$ cat src/rtl/enoc_router_pkg.sv
// ENoC shared configuration: packet format, mesh defaults and helpers.
// Imported by the router, its input FIFO and benches.
package enoc_router_pkg;

  function automatic int log2(input int v);
    int r;
    r = 0;
    while ((1 << r) < v) r++;
    return r;
  endfunction

  localparam int ENOC_NODES       = 16;
  localparam int ENOC_QUEUE_DEPTH = 4;
  localparam int ADDR_W           = log2(ENOC_NODES);
  localparam int DATA_W           = 32;
  localparam int TS_W             = 8;

  localparam int P_CORE  = 0;
  localparam int P_NORTH = 1;
  localparam int P_EAST  = 2;
  localparam int P_SOUTH = 3;
  localparam int P_WEST  = 4;

  typedef struct packed {
    logic [DATA_W-1:0] data;
    logic [ADDR_W-1:0] source;
    logic [ADDR_W-1:0] dest;
    logic              valid;
    logic [TS_W-1:0]   timestamp;
    logic              measure;
  } packet_t;

endpackage

$ cat src/rtl/enoc_router_fifo.sv
// Packet FIFO with a register-file head; a write is visible one edge later.
// Pushes while full are dropped; a same-cycle pop does not make room.
module LIB_FIFO_packet_t
  import enoc_router_pkg::*;
#(
  parameter int DEPTH = ENOC_QUEUE_DEPTH
) (
  input  logic    clk,
  input  logic    ce,
  input  logic    reset_n,
  input  packet_t i_data,
  input  logic    i_data_val,
  input  logic    i_en,
  output packet_t o_data,
  output logic    o_data_val,
  output logic    o_en,
  output logic    o_full,
  output logic    o_empty,
  output logic    o_near_empty
);

  localparam int PW = (DEPTH > 1) ? log2(DEPTH) : 1;
  localparam int CW = log2(DEPTH + 1);

  packet_t         r_mem [DEPTH];
  logic [PW-1:0]   r_rd;
  logic [PW-1:0]   r_wr;
  logic [CW-1:0]   r_cnt;
  logic            w_full;
  logic            w_empty;
  logic            w_push;
  logic            w_pop;

  function automatic logic [PW-1:0] inc(input logic [PW-1:0] p);
    return (p == PW'(DEPTH - 1)) ? '0 : p + 1'b1;
  endfunction

  assign w_full  = (r_cnt == CW'(DEPTH));
  assign w_empty = (r_cnt == '0);
  assign w_push  = ce & i_data_val & ~w_full;
  assign w_pop   = ce & i_en & ~w_empty;

  always_ff @(posedge clk) begin
    if (w_push) r_mem[r_wr] <= i_data;
  end

  always_ff @(posedge clk) begin
    if (!reset_n) begin
      r_rd  <= '0;
      r_wr  <= '0;
      r_cnt <= '0;
    end else begin
      if (w_push) r_wr <= inc(r_wr);
      if (w_pop)  r_rd <= inc(r_rd);
      unique case ({w_push, w_pop})
        2'b10:   r_cnt <= r_cnt + 1'b1;
        2'b01:   r_cnt <= r_cnt - 1'b1;
        default: r_cnt <= r_cnt;
      endcase
    end
  end

  assign o_data       = r_mem[r_rd];
  assign o_data_val   = ~w_empty;
  assign o_en         = ~w_full;
  assign o_full       = w_full;
  assign o_empty      = w_empty;
  assign o_near_empty = (r_cnt <= CW'(1));

endmodule

$ cat src/rtl/enoc_router.sv
// 5-port input-buffered XY mesh router: per-input FIFOs, per-output
// round-robin switch allocation, registered crossbar outputs.
module enoc_router
  import enoc_router_pkg::*;
#(
  parameter int NODES             = ENOC_NODES,
  parameter int LOC               = 5,
  parameter int INPUT_QUEUE_DEPTH = ENOC_QUEUE_DEPTH,
  parameter int N                 = 5,
  parameter int M                 = 5
) (
  input  logic                clk,
  input  logic                reset_n,
  input  packet_t [N-1:0]     i_data,
  input  logic    [N-1:0]     i_data_val,
  output logic    [N-1:0]     o_en,
  input  logic    [M-1:0]     i_en,
  output packet_t [M-1:0]     o_data,
  output logic    [M-1:0]     o_data_val
);

  localparam int HW = log2(NODES) / 2;
  localparam int IW = (N > 1) ? log2(N) : 1;
  localparam logic [HW-1:0] LX = HW'(LOC % (2 ** HW));
  localparam logic [HW-1:0] LY = HW'(LOC / (2 ** HW));

  packet_t          w_head [N];
  logic [N-1:0]     w_hval;
  logic [N-1:0]     w_fen;
  logic [N-1:0]     w_pop;
  logic [M-1:0]     w_req [N];
  logic [M-1:0]     w_hit;
  logic [IW-1:0]    w_sel [M];

  packet_t [M-1:0]  r_data;
  logic [M-1:0]     r_val;
  logic [IW-1:0]    r_ptr [M];

  for (genvar i = 0; i < N; i++) begin : g_in
    LIB_FIFO_packet_t #(
      .DEPTH(INPUT_QUEUE_DEPTH)
    ) u_fifo (
      .clk         (clk),
      .ce          (1'b1),
      .reset_n     (reset_n),
      .i_data      (i_data[i]),
      .i_data_val  (i_data_val[i]),
      .i_en        (w_pop[i]),
      .o_data      (w_head[i]),
      .o_data_val  (w_hval[i]),
      .o_en        (w_fen[i]),
      .o_full      (),
      .o_empty     (),
      .o_near_empty()
    );
  end

  assign o_en = {N{reset_n}} & w_fen;

  // X is resolved before Y; equal coordinates eject to the core.
  always_comb begin
    for (int i = 0; i < N; i++) begin
      w_req[i] = '0;
      if (w_hval[i]) begin
        if (w_head[i].dest[HW-1:0] > LX)
          w_req[i][P_EAST] = 1'b1;
        else if (w_head[i].dest[HW-1:0] < LX)
          w_req[i][P_WEST] = 1'b1;
        else if (w_head[i].dest[2*HW-1:HW] > LY)
          w_req[i][P_SOUTH] = 1'b1;
        else if (w_head[i].dest[2*HW-1:HW] < LY)
          w_req[i][P_NORTH] = 1'b1;
        else
          w_req[i][P_CORE] = 1'b1;
      end
    end
  end

  always_comb begin
    w_pop = '0;
    for (int j = 0; j < M; j++) begin
      w_hit[j] = 1'b0;
      w_sel[j] = '0;
      if (~r_val[j] | i_en[j]) begin
        for (int k = 0; k < N; k++) begin
          if (!w_hit[j] &&
              w_req[(int'(r_ptr[j]) + k) % N][j]) begin
            w_hit[j] = 1'b1;
            w_sel[j] = IW'((int'(r_ptr[j]) + k) % N);
          end
        end
      end
      if (w_hit[j]) w_pop[w_sel[j]] = 1'b1;
    end
  end

  always_ff @(posedge clk) begin
    if (!reset_n) begin
      r_data <= '0;
      r_val  <= '0;
      for (int j = 0; j < M; j++) r_ptr[j] <= '0;
    end else begin
      for (int j = 0; j < M; j++) begin
        if (w_hit[j]) begin
          r_data[j] <= w_head[w_sel[j]];
          r_val[j]  <= 1'b1;
          r_ptr[j]  <= (w_sel[j] == IW'(N - 1)) ?
                       '0 : w_sel[j] + 1'b1;
        end else if (i_en[j]) begin
          r_val[j] <= 1'b0;
        end
      end
    end
  end

  assign o_data     = r_data;
  assign o_data_val = r_val;

endmodule

$ cat config.mk
export PLATFORM = sky130hd
export DESIGN_NAME = enoc_router
export DESIGN_NICKNAME = d
export VERILOG_FILES = /design/src/rtl/enoc_router_pkg.sv /design/src/rtl/enoc_router_fifo.sv /design/src/rtl/enoc_router.sv
export SDC_FILE = /design/constraint.sdc
export NUM_CORES = 2
export LEC_CHECK = 0
export CORE_ASPECT_RATIO = 1.25
export CORE_MARGIN = 2
export CORE_UTILIZATION = 25
export CTS_CLUSTER_SIZE = 8
export DETAILED_ROUTE_END_ITERATION = 7
export GPL_TIMING_DRIVEN = 0
export PLACE_DENSITY = 0.4
export SETUP_SLACK_MARGIN = 0.15
export SLEW_MARGIN = 10
export SYNTH_ARGS = -nofsm -noshare
export SYNTH_HDL_FRONTEND = slang
export SYNTH_SLANG_ARGS = --single-unit
$ cat constraint.sdc
create_clock -name clk -period 7.9 [get_ports clk]
set_input_delay 1.58 -clock clk [delete_from_list [all_inputs] [get_ports clk]]
set_output_delay 1.58 -clock clk [all_outputs]
set_load 0.05 [all_outputs]
==> run metrics <==
unrepaired setup endpoints after global routing=true; failing checks=design-rule violations; hold path depth=1; Util after Layout=31.6%; CTS tree=yes; maximum clock rate=0.135 GHz; Synthesized Nets=5090; share of layout cells above drive strength 1=13.1%; Slew @ Worst Pin=1380 ps; Clock Tree Root=clkbuf_16; Yosys cell types=102; Synth area leaders=edfxtp_1 (49%), dfxtp_1 (9.6%), mux4_2 (9.2%); R2R setup slack=490 ps; CP dominant cell by count=inv_1; Clock Sinks=1315; Via-to-Cell Ratio=5.50; Synth Warn #=0; Congestion Overflow GR=0; GRT Total Usage=23.1%; Max Clock Skew=94.4 ps; input/output buffers=521; minimum clock period=7410 ps; CTS Buffer Depth=4; Routed WL per cell=34.4 µm; CP bufs+invs=11; run status=finished with violations; Clock transition at path regs=50 ps; dpl hpwl=236000 µm; CP required=8410 ps; Initial Utilization=25.2%; largest net degree at the start of global routing=47; metal2 WL=143000 µm; Slew Limit Headroom=8.19%; wire length on met3=21400 µm; Die Ht=564 µm; first-pass GRT wire length=407000 µm; Min Hold Slack=469 ps; Yosys top cell area share=48.5%; fin crit share=93.8%; Synth area leader=edfxtp_1; vias in the first global route=47100; critical path's largest stage delay=770 ps; hold buffer count at cts=0; setup TNS=0 ps; ys flop type=edfxtp_1; EDFF count, synth=1015; total routed wirelength=305000 µm; Routability Congestion=0.976; Crit Path Max Fanout=14; max-cap violations=0; worst min-delay path class=register to register; Slew Viols, Final=0; router iterations before antenna repair=8; Syn Area/Cell=13.4 µm²; Hold EP=o_data[105]$_SDFFE_PN0P_; RR Startpoint=r_ptr[0][13]$_SDFFCE_PP0P_; initial antenna violation count=55; vias=48800; Die Span X=452 µm; CP top delay family=buffers and inverters; r2r worst-path depth=27; CP Class=register to register; num ports=522; Nets=5851; post-synthesis sequential area ratio=58.1%; Post-Syn Area=62800 µm²; CP Capture Type=register; DR DRC count=9; r2r endpoint=r_ptr[0][14]$_SDFFCE_PP0P_; Antenna Nets Post-Route=0; Rows=205; # H-tree levels=4; synthesized flop and latch total=1315; asr flop ratio synth=0%; Critical Path Slowest Stage Cell=buf_1; die area=255000 µm²; Final Hold Vio Count=0; synthesis-to-layout area growth=25.4%; DR top layer=met5; Worst EP arrival=7920 ps; met1 layer wirelength in the final routing=118000 µm; 1st-iter DRT viols=5678; Hold Startpoint=o_data[105]$_SDFFE_PN0P_; core area=250000 µm²; final setup fails=0; Syn Inst Count=4680; Startpoint Class=register; Clk Latency, worst-skew pair=880 ps; final-layout fill cell count=24900; Num CTS Buffers=193
-- state kept, by name, indices dropped and copies added (netlist names), named ones only --
| signal | flops |
|---|---|
| g_in.u_fifo.r_wr | 10 |
| g_in.u_fifo.r_cnt | 15 |
| r_ptr | 15 |
| o_data_val | 5 |
| o_data | 250 |
| g_in.u_fifo.r_rd | 10 |
| g_in.u_fifo.r_mem | 1000 |
-- worst max-delay path by stage --
| stage | to | cells after the start | from | slack (ps) |
|---|---|---|---|---|
| 2_1_floorplan | g_in[1].u_fifo.r_cnt[2]$_SDFFE_PN0P_ | 32 | r_ptr[0][6]$_SDFFCE_PP0P_ | 1360 |
| 3_3_place_gp | g_in[1].u_fifo.r_cnt[2]$_SDFFE_PN0P_ | 31 | r_ptr[0][0]$_SDFFCE_PP0P_ | -1260 |
| 3_5_place_dp | g_in[1].u_fifo.r_cnt[2]$_SDFFE_PN0P_ | 31 | r_ptr[0][0]$_SDFFCE_PP0P_ | -1170 |
| 4_1_cts | g_in[1].u_fifo.r_cnt[2]$_SDFFE_PN0P_ | 31 | r_ptr[0][0]$_SDFFCE_PP0P_ | 150 |
| 5_1_grt | g_in[0].u_fifo.r_cnt[2]$_SDFFE_PN0P_ | 33 | r_ptr[0][6]$_SDFFCE_PP0P_ | 60 |
| 6_report | r_ptr[0][14]$_SDFFCE_PP0P_ | 27 | r_ptr[0][13]$_SDFFCE_PP0P_ | 490 |
-- layer usage --
| metal | GRT usage, % | up-vias |
|---|---|---|
| li1 | - | 20500 |
| met1 | 28.0 | 25200 |
| met2 | 37.7 | 2452 |
| met3 | 4.46 | 651 |
| met4 | 14.8 | 16 |
| met5 | 0 | - |
-- cells in the mapped netlist, types with 113 or more instances --
library cell and instances:
a21oi_1 169, edfxtp_1 1015, a221o_1 136, a221oi_1 123
a32o_1 115, ha_1 142, nand2_1 391, clkbuf_1 250
nor2_1 122, o21ai_0 113, nand3_1 117, mux4_2 257
dfxtp_1 300
-- logic make-up (layout without fill, tap and decap cells) --
kind of cell / after synthesis / after routing / share of synthesized area, %
and+or+nand+nor: 1064 / 1064 / 8.41
AOI/OAI and AO/OA: 1287 / 1287 / 15.9
buffers and inverters: 469 / 1329 / 3.12
other: 0 / 18 / 0
adders and majority gates: 148 / 148 / 3.02
DFF: 1315 / 1315 / 58.1
xor gates and xnor gates: 54 / 54 / 0.765
muxes: 343 / 343 / 10.7
-- repair_timing --
item / in CTS / in global routing
endpoints found under the hold margin: 0 / 0
endpoints found under the setup margin: 150 / 107
pin swaps: 6 / 10
buffers inserted: 8 / 16
resized for setup: 29 / 33
-- stage by stage --
stage	setup slack (ps)	instance area [µm²]	instances
after detailed placement	-1170	72800	8535
after global placement	-1260	72100	8513
final	493	78700	8870
after floorplan	1360	62800	4680
after CTS	150	78500	8837
after global routing	58.1	78700	8853
-- cells in the final DEF (no fill, tap or decap), types with 35 or more instances in the layout --
cell             count
nand3_1            116
or3_1               38
clkbuf_1           320
clkdlybuf4s50_1    521
ha_1               139
o211ai_1            47
inv_1              110
nor3_1              59
a31oi_1            111
nand2b_1            44
a221oi_1           123
mux4_2             257
a21oi_1            168
a22o_1              49
a211oi_1            59
and3_1              55
clkbuf_16          196
nand2_1            391
buf_2               39
xnor2_1             35
mux2i_1             51
a221o_1            136
and2_1              90
a22oi_1            105
a32o_1             115
dfxtp_1            300
nor2_1             119
o21ai_0            111
a21o_1              41
edfxtp_1          1015
-- final cells by class --
cell class | instances | area, µm² | share of cell area (%)
Clock inverter | 8 | 118 | 0.149
Clock buffer | 286 | 5290 | 6.72
Timing Repair Buffer | 567 | 5990 | 7.61
Sequential cell | 1315 | 36500 | 46.3
Multi-Input combinational cell | 2896 | 24700 | 31.3
Tap cell | 3312 | 4140 | 5.26
Buffer | 344 | 1530 | 1.94
Inverter | 124 | 473 | 0.601
Antenna cell | 18 | 45.0 | 0.0572
Power is left out: the tool's default activity adds up to more than one toggle a clock period on the data nets, which glitch-free logic cannot reach.
